## config.mk

```make
export PLATFORM = sky130hd
export DESIGN_NAME = sc_lane_scroller_flat
export DESIGN_NICKNAME = d
export VERILOG_FILES = /design/src/rtl/sc_lane_scroller_if.sv /design/src/rtl/sc_lane_scroller.sv /design/src/flat_wrapper.sv
export SDC_FILE = /design/constraint.sdc
export NUM_CORES = 1
export LEC_CHECK = 0
export BUFFER_PORTS_ARGS = -buffer_cell sky130_fd_sc_hd__buf_2
export CORE_MARGIN = 5
export CORE_UTILIZATION = 30
export DETAILED_ROUTE_END_ITERATION = 6
export GPL_TIMING_DRIVEN = 0
export HOLD_SLACK_MARGIN = 0.08
export SLEW_MARGIN = 20
export SYNTH_ARGS = -nofsm -noshare
export SYNTH_HDL_FRONTEND = slang
export SYNTH_SLANG_ARGS = --single-unit
```

## constraint.sdc

```tcl
create_clock -name SC_LANE_SCROLLER_CLOCK_50 -period 1.9 [get_ports SC_LANE_SCROLLER_CLOCK_50]
set_input_delay 0.19 -clock SC_LANE_SCROLLER_CLOCK_50 [delete_from_list [all_inputs] [get_ports SC_LANE_SCROLLER_CLOCK_50]]
set_output_delay 0.19 -clock SC_LANE_SCROLLER_CLOCK_50 [all_outputs]
set_load 0.05 [all_outputs]
```

## src/rtl/sc_lane_scroller_if.sv

```systemverilog
// Handshake bundle for the lane scroller: level/load/pause/mask in, lane state out.
interface sc_lane_scroller_if #(
    parameter int unsigned DATAWIDTH_BUS = 8
) ();
    logic [1:0]               SC_LANE_SCROLLER_NVL_IN;
    logic                     SC_LANE_SCROLLER_CN_IN;
    logic                     SC_LANE_SCROLLER_PAUSE_IN;
    logic [DATAWIDTH_BUS-1:0] SC_LANE_SCROLLER_MASK_IN;
    logic [DATAWIDTH_BUS-1:0] SC_LANE_SCROLLER_DATAPARALLEL_OUT;
    logic                     SC_LANE_SCROLLER_TICK_OUT;
    logic                     SC_LANE_SCROLLER_COLLISION_OUT;
    logic [1:0]               SC_LANE_SCROLLER_LEVEL_OUT;

    modport master (
        output SC_LANE_SCROLLER_NVL_IN,
        output SC_LANE_SCROLLER_CN_IN,
        output SC_LANE_SCROLLER_PAUSE_IN,
        output SC_LANE_SCROLLER_MASK_IN,
        input  SC_LANE_SCROLLER_DATAPARALLEL_OUT,
        input  SC_LANE_SCROLLER_TICK_OUT,
        input  SC_LANE_SCROLLER_COLLISION_OUT,
        input  SC_LANE_SCROLLER_LEVEL_OUT
    );

    modport slave (
        input  SC_LANE_SCROLLER_NVL_IN,
        input  SC_LANE_SCROLLER_CN_IN,
        input  SC_LANE_SCROLLER_PAUSE_IN,
        input  SC_LANE_SCROLLER_MASK_IN,
        output SC_LANE_SCROLLER_DATAPARALLEL_OUT,
        output SC_LANE_SCROLLER_TICK_OUT,
        output SC_LANE_SCROLLER_COLLISION_OUT,
        output SC_LANE_SCROLLER_LEVEL_OUT
    );
endinterface

```

## src/rtl/sc_lane_scroller.sv

```systemverilog
// Scrolling obstacle lane: loads a per-level pattern and shifts/rotates it at a
// level-dependent rate, with pause, reload strobe and registered collision flag.
module sc_lane_scroller #(
    parameter int unsigned              DATAWIDTH_BUS   = 8,
    parameter logic [DATAWIDTH_BUS-1:0] NV_1_REG        = '0,
    parameter logic [DATAWIDTH_BUS-1:0] NV_2_REG        = '0,
    parameter logic [DATAWIDTH_BUS-1:0] NV_3_REG        = '0,
    parameter logic [DATAWIDTH_BUS-1:0] NV_4_REG        = '0,
    parameter int unsigned              DATAWIDTH_PRESC = 5,
    parameter int unsigned              VEL_SLOW        = 31,
    parameter int unsigned              VEL_NORM        = 15,
    parameter int unsigned              VEL_FAST        = 7,
    parameter bit                       DIR             = 1'b0,
    parameter bit                       WRAP            = 1'b1
) (
    input logic               SC_LANE_SCROLLER_CLOCK_50,
    input logic               SC_LANE_SCROLLER_RESET,
    sc_lane_scroller_if.slave bus
);
    localparam int unsigned W = DATAWIDTH_BUS;
    localparam int unsigned P = DATAWIDTH_PRESC;

    typedef enum logic [1:0] {StIdle, StLoad, StRun, StHold} state_e;

    state_e       state_q, state_d;
    logic [W-1:0] lane_q, lane_d, shifted, pattern;
    logic [P-1:0] presc_q, presc_d, last_cnt;
    logic [1:0]   level_q, level_d;
    logic         tick_q, tick_d;
    logic         coll_q;

    always_comb begin
        case (level_q)
            2'd0:    pattern = NV_1_REG;
            2'd1:    pattern = NV_2_REG;
            2'd2:    pattern = NV_3_REG;
            default: pattern = NV_4_REG;
        endcase
    end

    // Terminal prescaler count; level 0 never reaches the move branch.
    always_comb begin
        case (level_q)
            2'd1:    last_cnt = P'(VEL_SLOW - 1);
            2'd2:    last_cnt = P'(VEL_NORM - 1);
            2'd3:    last_cnt = P'(VEL_FAST - 1);
            default: last_cnt = '0;
        endcase
    end

    always_comb begin
        if (!DIR) begin
            shifted = {lane_q[W-2:0], WRAP ? lane_q[W-1] : 1'b0};
        end else begin
            shifted = {WRAP ? lane_q[0] : 1'b0, lane_q[W-1:1]};
        end
    end

    always_comb begin
        state_d = state_q;
        lane_d  = lane_q;
        presc_d = presc_q;
        level_d = level_q;
        tick_d  = 1'b0;
        case (state_q)
            StIdle: begin
                if (bus.SC_LANE_SCROLLER_CN_IN) begin
                    level_d = bus.SC_LANE_SCROLLER_NVL_IN;
                    state_d = StLoad;
                end
            end
            StLoad: begin
                lane_d  = pattern;
                presc_d = '0;
                state_d = bus.SC_LANE_SCROLLER_PAUSE_IN ? StHold : StRun;
            end
            StRun: begin
                // Reload beats pause, and pause beats a coinciding move.
                if (bus.SC_LANE_SCROLLER_CN_IN) begin
                    level_d = bus.SC_LANE_SCROLLER_NVL_IN;
                    state_d = StLoad;
                end else if (bus.SC_LANE_SCROLLER_PAUSE_IN) begin
                    state_d = StHold;
                end else if (level_q != 2'd0) begin
                    if (presc_q == last_cnt) begin
                        presc_d = '0;
                        lane_d  = shifted;
                        tick_d  = 1'b1;
                    end else begin
                        presc_d = presc_q + P'(1);
                    end
                end
            end
            StHold: begin
                if (bus.SC_LANE_SCROLLER_CN_IN) begin
                    level_d = bus.SC_LANE_SCROLLER_NVL_IN;
                    state_d = StLoad;
                end else if (!bus.SC_LANE_SCROLLER_PAUSE_IN) begin
                    state_d = StRun;
                end
            end
            default: state_d = StIdle;
        endcase
    end

    always_ff @(posedge SC_LANE_SCROLLER_CLOCK_50 or negedge SC_LANE_SCROLLER_RESET) begin
        if (!SC_LANE_SCROLLER_RESET) begin
            state_q <= StIdle;
            lane_q  <= '0;
            presc_q <= '0;
            level_q <= 2'd0;
            tick_q  <= 1'b0;
            coll_q  <= 1'b0;
        end else begin
            state_q <= state_d;
            lane_q  <= lane_d;
            presc_q <= presc_d;
            level_q <= level_d;
            tick_q  <= tick_d;
            coll_q  <= |(lane_q & bus.SC_LANE_SCROLLER_MASK_IN);
        end
    end

    assign bus.SC_LANE_SCROLLER_DATAPARALLEL_OUT = lane_q;
    assign bus.SC_LANE_SCROLLER_TICK_OUT         = tick_q;
    assign bus.SC_LANE_SCROLLER_COLLISION_OUT    = coll_q;
    assign bus.SC_LANE_SCROLLER_LEVEL_OUT        = level_q;
endmodule

```

## src/flat_wrapper.sv

```systemverilog
// flat-port wrapper written by rule: the top's interface ports become plain ports
module sc_lane_scroller_flat 
#(
    parameter int unsigned              DATAWIDTH_BUS   = 8,
    parameter logic [DATAWIDTH_BUS-1:0] NV_1_REG        = '0,
    parameter logic [DATAWIDTH_BUS-1:0] NV_2_REG        = '0,
    parameter logic [DATAWIDTH_BUS-1:0] NV_3_REG        = '0,
    parameter logic [DATAWIDTH_BUS-1:0] NV_4_REG        = '0,
    parameter int unsigned              DATAWIDTH_PRESC = 5,
    parameter int unsigned              VEL_SLOW        = 31,
    parameter int unsigned              VEL_NORM        = 15,
    parameter int unsigned              VEL_FAST        = 7,
    parameter bit                       DIR             = 1'b0,
    parameter bit                       WRAP            = 1'b1
)
  (SC_LANE_SCROLLER_CLOCK_50, SC_LANE_SCROLLER_RESET, bus_SC_LANE_SCROLLER_NVL_IN, bus_SC_LANE_SCROLLER_CN_IN, bus_SC_LANE_SCROLLER_PAUSE_IN, bus_SC_LANE_SCROLLER_MASK_IN, bus_SC_LANE_SCROLLER_DATAPARALLEL_OUT, bus_SC_LANE_SCROLLER_TICK_OUT, bus_SC_LANE_SCROLLER_COLLISION_OUT, bus_SC_LANE_SCROLLER_LEVEL_OUT);
  sc_lane_scroller_if #(.DATAWIDTH_BUS(DATAWIDTH_BUS)) bus_i ();
  input logic SC_LANE_SCROLLER_CLOCK_50;
  input logic SC_LANE_SCROLLER_RESET;
  input wire logic [$bits(bus_i.SC_LANE_SCROLLER_NVL_IN)-1:0] bus_SC_LANE_SCROLLER_NVL_IN;
  input wire logic [$bits(bus_i.SC_LANE_SCROLLER_CN_IN)-1:0] bus_SC_LANE_SCROLLER_CN_IN;
  input wire logic [$bits(bus_i.SC_LANE_SCROLLER_PAUSE_IN)-1:0] bus_SC_LANE_SCROLLER_PAUSE_IN;
  input wire logic [$bits(bus_i.SC_LANE_SCROLLER_MASK_IN)-1:0] bus_SC_LANE_SCROLLER_MASK_IN;
  output wire logic [$bits(bus_i.SC_LANE_SCROLLER_DATAPARALLEL_OUT)-1:0] bus_SC_LANE_SCROLLER_DATAPARALLEL_OUT;
  output wire logic [$bits(bus_i.SC_LANE_SCROLLER_TICK_OUT)-1:0] bus_SC_LANE_SCROLLER_TICK_OUT;
  output wire logic [$bits(bus_i.SC_LANE_SCROLLER_COLLISION_OUT)-1:0] bus_SC_LANE_SCROLLER_COLLISION_OUT;
  output wire logic [$bits(bus_i.SC_LANE_SCROLLER_LEVEL_OUT)-1:0] bus_SC_LANE_SCROLLER_LEVEL_OUT;
  assign bus_i.SC_LANE_SCROLLER_NVL_IN = bus_SC_LANE_SCROLLER_NVL_IN;
  assign bus_i.SC_LANE_SCROLLER_CN_IN = bus_SC_LANE_SCROLLER_CN_IN;
  assign bus_i.SC_LANE_SCROLLER_PAUSE_IN = bus_SC_LANE_SCROLLER_PAUSE_IN;
  assign bus_i.SC_LANE_SCROLLER_MASK_IN = bus_SC_LANE_SCROLLER_MASK_IN;
  assign bus_SC_LANE_SCROLLER_DATAPARALLEL_OUT = bus_i.SC_LANE_SCROLLER_DATAPARALLEL_OUT;
  assign bus_SC_LANE_SCROLLER_TICK_OUT = bus_i.SC_LANE_SCROLLER_TICK_OUT;
  assign bus_SC_LANE_SCROLLER_COLLISION_OUT = bus_i.SC_LANE_SCROLLER_COLLISION_OUT;
  assign bus_SC_LANE_SCROLLER_LEVEL_OUT = bus_i.SC_LANE_SCROLLER_LEVEL_OUT;
  sc_lane_scroller #(.DATAWIDTH_BUS(DATAWIDTH_BUS), .NV_1_REG(NV_1_REG), .NV_2_REG(NV_2_REG), .NV_3_REG(NV_3_REG), .NV_4_REG(NV_4_REG), .DATAWIDTH_PRESC(DATAWIDTH_PRESC), .VEL_SLOW(VEL_SLOW), .VEL_NORM(VEL_NORM), .VEL_FAST(VEL_FAST), .DIR(DIR), .WRAP(WRAP)) u_core (.SC_LANE_SCROLLER_CLOCK_50(SC_LANE_SCROLLER_CLOCK_50), .SC_LANE_SCROLLER_RESET(SC_LANE_SCROLLER_RESET), .bus(bus_i));
endmodule
```

==> key figures <==
Outcome
  • Status: complete, but fails checks
  • Failing checks: negative setup slack

Routing
  • Vias per cell: 4.60
  • Router iterations before antenna repair: 4
  • Post-DR wirelength/cell: 12.8 um
  • DRC viols: 0
  • Antenna-violating nets left: 0
  • DR iter-0 viols: 36
  • DR vias: 795
  • Routed wire length: 2.21 mm

Clock network
  • CTS Buf Count: 3
  • CTS tree: yes
  • Clock Pin Slew Worst Setup and Hold Paths: 0.11 ns
  • H-tree levels: 1
  • Clk root buf: clkbuf_4
  • Clock sinks: 19
  • Clk_lat worst skew: 0.31 ns
  • Max clock buf depth: 2

Layout
  • Fill cell count: 327
  • Non-Filler Instances: 173
  • Layout cell share with drive strength beyond 1: 0.349
  • N_diodes: 0
  • Post-route cell area: 1250 um2
  • Layout Nets: 148
  • Area growth syn-to-layout: 28.2%

GRT
  • GRT Total Usage: 0.109
  • Largest net degree at the start of global routing: 20
  • First-pass GRT wire length: 3.62 mm
  • Vias in the first global route: 780
  • Initial antenna violation count: 0
  • Global route overflow: 0

Timing
  • Hold Fails Final Rpt: 0
  • Worst setup margin: -0.176 ns
  • F_max: 482 MHz
  • Final Critical Period: 2.08 ns
  • RSZ-0062 raised after global routing: yes
  • Crit share post-route: 1.09
  • Relative slew slack: 0.694
  • Final-report max-slew violation count: 0
  • Slew @ Worst Pin: 0.460 ns
  • Final setup violation count: 10
  • Worst Skew: 0.00584 ns

Synth
  • Seq/Total Area, Yosys: 0.489
  • Post-synthesis instance area: 972 um2
  • Avg Inst Size Synth: 10.2 um2
  • Leading area contributor after synthesis: dfrtp_1
  • Cells after synthesis: 95
  • YS warnings: 0
  • Mapped Nets: 113
  • Top cells by area in the synthesized netlist: dfrtp_1 49%, mux2i_1 9.3%, ha_1 5.1%
  • Yosys reg bits: 19
  • Netlist cell types: 28
  • Share of the synthesized area in the top cell type: 0.489

Power
  • Pleak: 0.000631 uW
  • Cell Pwr Density: 958 nW/um2
  • Power Total: 1190 uW
  • Worst VDD drop: 0.610 mV

Hold path
  • Min-delay src: bus_SC_LANE_SCROLLER_NVL_IN[1]
  • Worst Hold Class: input port to flip-flop
  • Worst Hold Path EP: u_core.bus.SC_LANE_SCROLLER_LEVEL_OUT[1]
  • Depth of the worst hold-timing path: 2

Die
  • Core area: 3080 um2
  • Die Area: 4480 um2
  • Starting Density: 0.316
  • Die W: 66.9 um
  • I/O pin total: 26
  • Vert. Die Dim: 66.9 um
  • Row count: 20

Worst setup path
  • Crit path arrival time: 2.30 ns
  • Critical path launch point type: flip-flop
  • Worst path slowest cell: dfrtp_2
  • Reg2reg end: u_core.bus.SC_LANE_SCROLLER_DATAPARALLEL_OUT[7]
  • CP required: 2.12 ns
  • R2R Setup Slk: -0.18 ns
  • Peak fanout along the critical path: 5
  • RR Startpoint: u_core.bus.SC_LANE_SCROLLER_LEVEL_OUT[1]
  • Crit-path cells: inv_2 > ha_4 > or3b_1 > a2111o_1 > or2_4 > buf_6 > o32ai_2
  • Crit end category: flip-flop
  • Buf/Inv on CP: 2
  • WS Path Type: flip-flop to flip-flop
  • Top delay family on crit path: simple AND/OR/NAND/NOR gates
  • FF-to-FF path depth: 7
  • Crit path largest cell delay: 0.44 ns

Flow run
  • Number of max-cap violations: 0

Placement
  • Port Buf Inserts: 25
  • DP Wirelength: 1.60 mm
  • DP Cell Count: 164
  • GP Congestion: 0.800
  • Placed instance area: 1150 um2
[per-stage QoR]
| stage | util | TNS [ns] | hold WS (ns) | setup WS, ns |
|---|---|---|---|---|
| after floorplan | - | -1.73 | -0.106 | -0.220 |
| after global placement | 0.375 | -1.08 | 0.151 | -0.153 |
| after detailed placement | 0.375 | -1.66 | 0.158 | -0.209 |
| after CTS | 0.403 | -1.67 | 0.0909 | -0.222 |
| after global routing | 0.405 | -1.75 | 0.0982 | -0.214 |
| final | 0.405 | -1.23 | 0.104 | -0.176 |
[flip-flops by register name, indices dropped and copies added, names as in the netlist]
signal,flops
u_core.presc_q,5
u_core.bus.SC_LANE_SCROLLER_TICK_OUT,1
u_core.bus.SC_LANE_SCROLLER_LEVEL_OUT,2
u_core.state_q,2
u_core.bus.SC_LANE_SCROLLER_DATAPARALLEL_OUT,8
u_core.bus.SC_LANE_SCROLLER_COLLISION_OUT,1
[power by group]
part,internal [uW],switching [uW],total (uW),leakage (uW)
combinational,183,275,458,0.000361
clock,78.8,135,214,0.0000177
sequential,465,57.7,523,0.000251
total,726,467,1190,0.000631
[worst register-to-register path: stages (launching register included)]
cell and delay, ns:
dfrtp_2 0.44, inv_2 0.09, ha_4 0.12, or3b_1 0.34
a2111o_1 0.42, or2_4 0.26, buf_6 0.14, o32ai_2 0.18
[cells in the mapped netlist, drive strengths merged]
master / n
clkbuf: 1
nand3b: 1
buf: 1
mux2: 2
nor4: 1
inv: 11
nor2: 3
nand4: 1
or3: 1
a21boi: 1
o22ai: 1
xnor2: 1
a2111o: 1
a22oi: 4
nand2: 13
nor3: 2
o21ai: 4
xor2: 2
dfrtp: 19
or3b: 1
a21oi: 2
o32ai: 1
ha: 4
nand2b: 2
nand3: 4
or2: 2
mux2i: 9
[what timing repair did]
item | CTS | global route
hold buffers | 1 | 0
gates resized for setup | 6 | 1
endpoints found under the setup margin | 11 | 14
pin swaps | 1 | 1
buffers inserted | 3 | 0
hold endpoints to repair | 19 | 0
gates cloned | 1 | 0
[kinds of logic after synthesis]
kind of cell,synth area share
mux,0.116
fa+ha+maj,0.0515
buf+inv,0.0579
xor+xnor,0.0270
flops,0.489
compound gates,0.104
simple gates,0.154
[cell type report]
type	instances	area, um2	share of cell area
inverters	11	41.3	0.0331
well taps	44	55.1	0.0442
multi-input cells	63	460	0.369
repair buffers	30	169	0.136
plain buffers	2	15.0	0.0120
clock buffers	3	22.5	0.0181
flip-flops and latches	19	478	0.384
clock inverters	1	5.00	0.00402
[layout by cell type (no fill, tap or decap), types with 2 or more instances in the layout]
master	netlist	final
mux2_2	2	2
buf_4	0	3
a22oi_1	4	4
dfrtp_2	0	2
buf_2	0	25
nand2b_1	2	2
ha_1	4	3
xor2_1	2	2
inv_1	11	9
inv_2	0	2
nand2_1	13	13
nor2_1	3	3
a21oi_1	2	2
nand3_1	4	4
mux2i_1	9	9
buf_6	1	2
dfrtp_1	19	17
clkbuf_4	0	3
o21ai_0	4	4
nor3_1	2	2
[routing by layer]
layer	vias to the layer above	wire, um	global-route usage
met5	-	0	0
met4	0	17	0.0304
met3	2	168	0.0371
met2	29	963	0.177
met1	371	1060	0.138
li1	393	-	-
[worst max path at each step]
stage | end | cells after the start | slack [ns] | startpoint
2_1_floorplan | u_core.bus.SC_LANE_SCROLLER_DATAPARALLEL_OUT[7] | 7 | -0.22 | u_core.bus.SC_LANE_SCROLLER_LEVEL_OUT[1]
3_3_place_gp | u_core.bus.SC_LANE_SCROLLER_DATAPARALLEL_OUT[7] | 7 | -0.15 | u_core.bus.SC_LANE_SCROLLER_LEVEL_OUT[0]
3_5_place_dp | u_core.bus.SC_LANE_SCROLLER_DATAPARALLEL_OUT[7] | 7 | -0.21 | u_core.bus.SC_LANE_SCROLLER_LEVEL_OUT[0]
4_1_cts | u_core.bus.SC_LANE_SCROLLER_DATAPARALLEL_OUT[7] | 7 | -0.22 | u_core.bus.SC_LANE_SCROLLER_LEVEL_OUT[1]
5_1_grt | u_core.bus.SC_LANE_SCROLLER_DATAPARALLEL_OUT[7] | 7 | -0.21 | u_core.bus.SC_LANE_SCROLLER_LEVEL_OUT[1]
6_report | u_core.bus.SC_LANE_SCROLLER_DATAPARALLEL_OUT[7] | 7 | -0.18 | u_core.bus.SC_LANE_SCROLLER_LEVEL_OUT[1]
(Power assumes the default switching activity.)
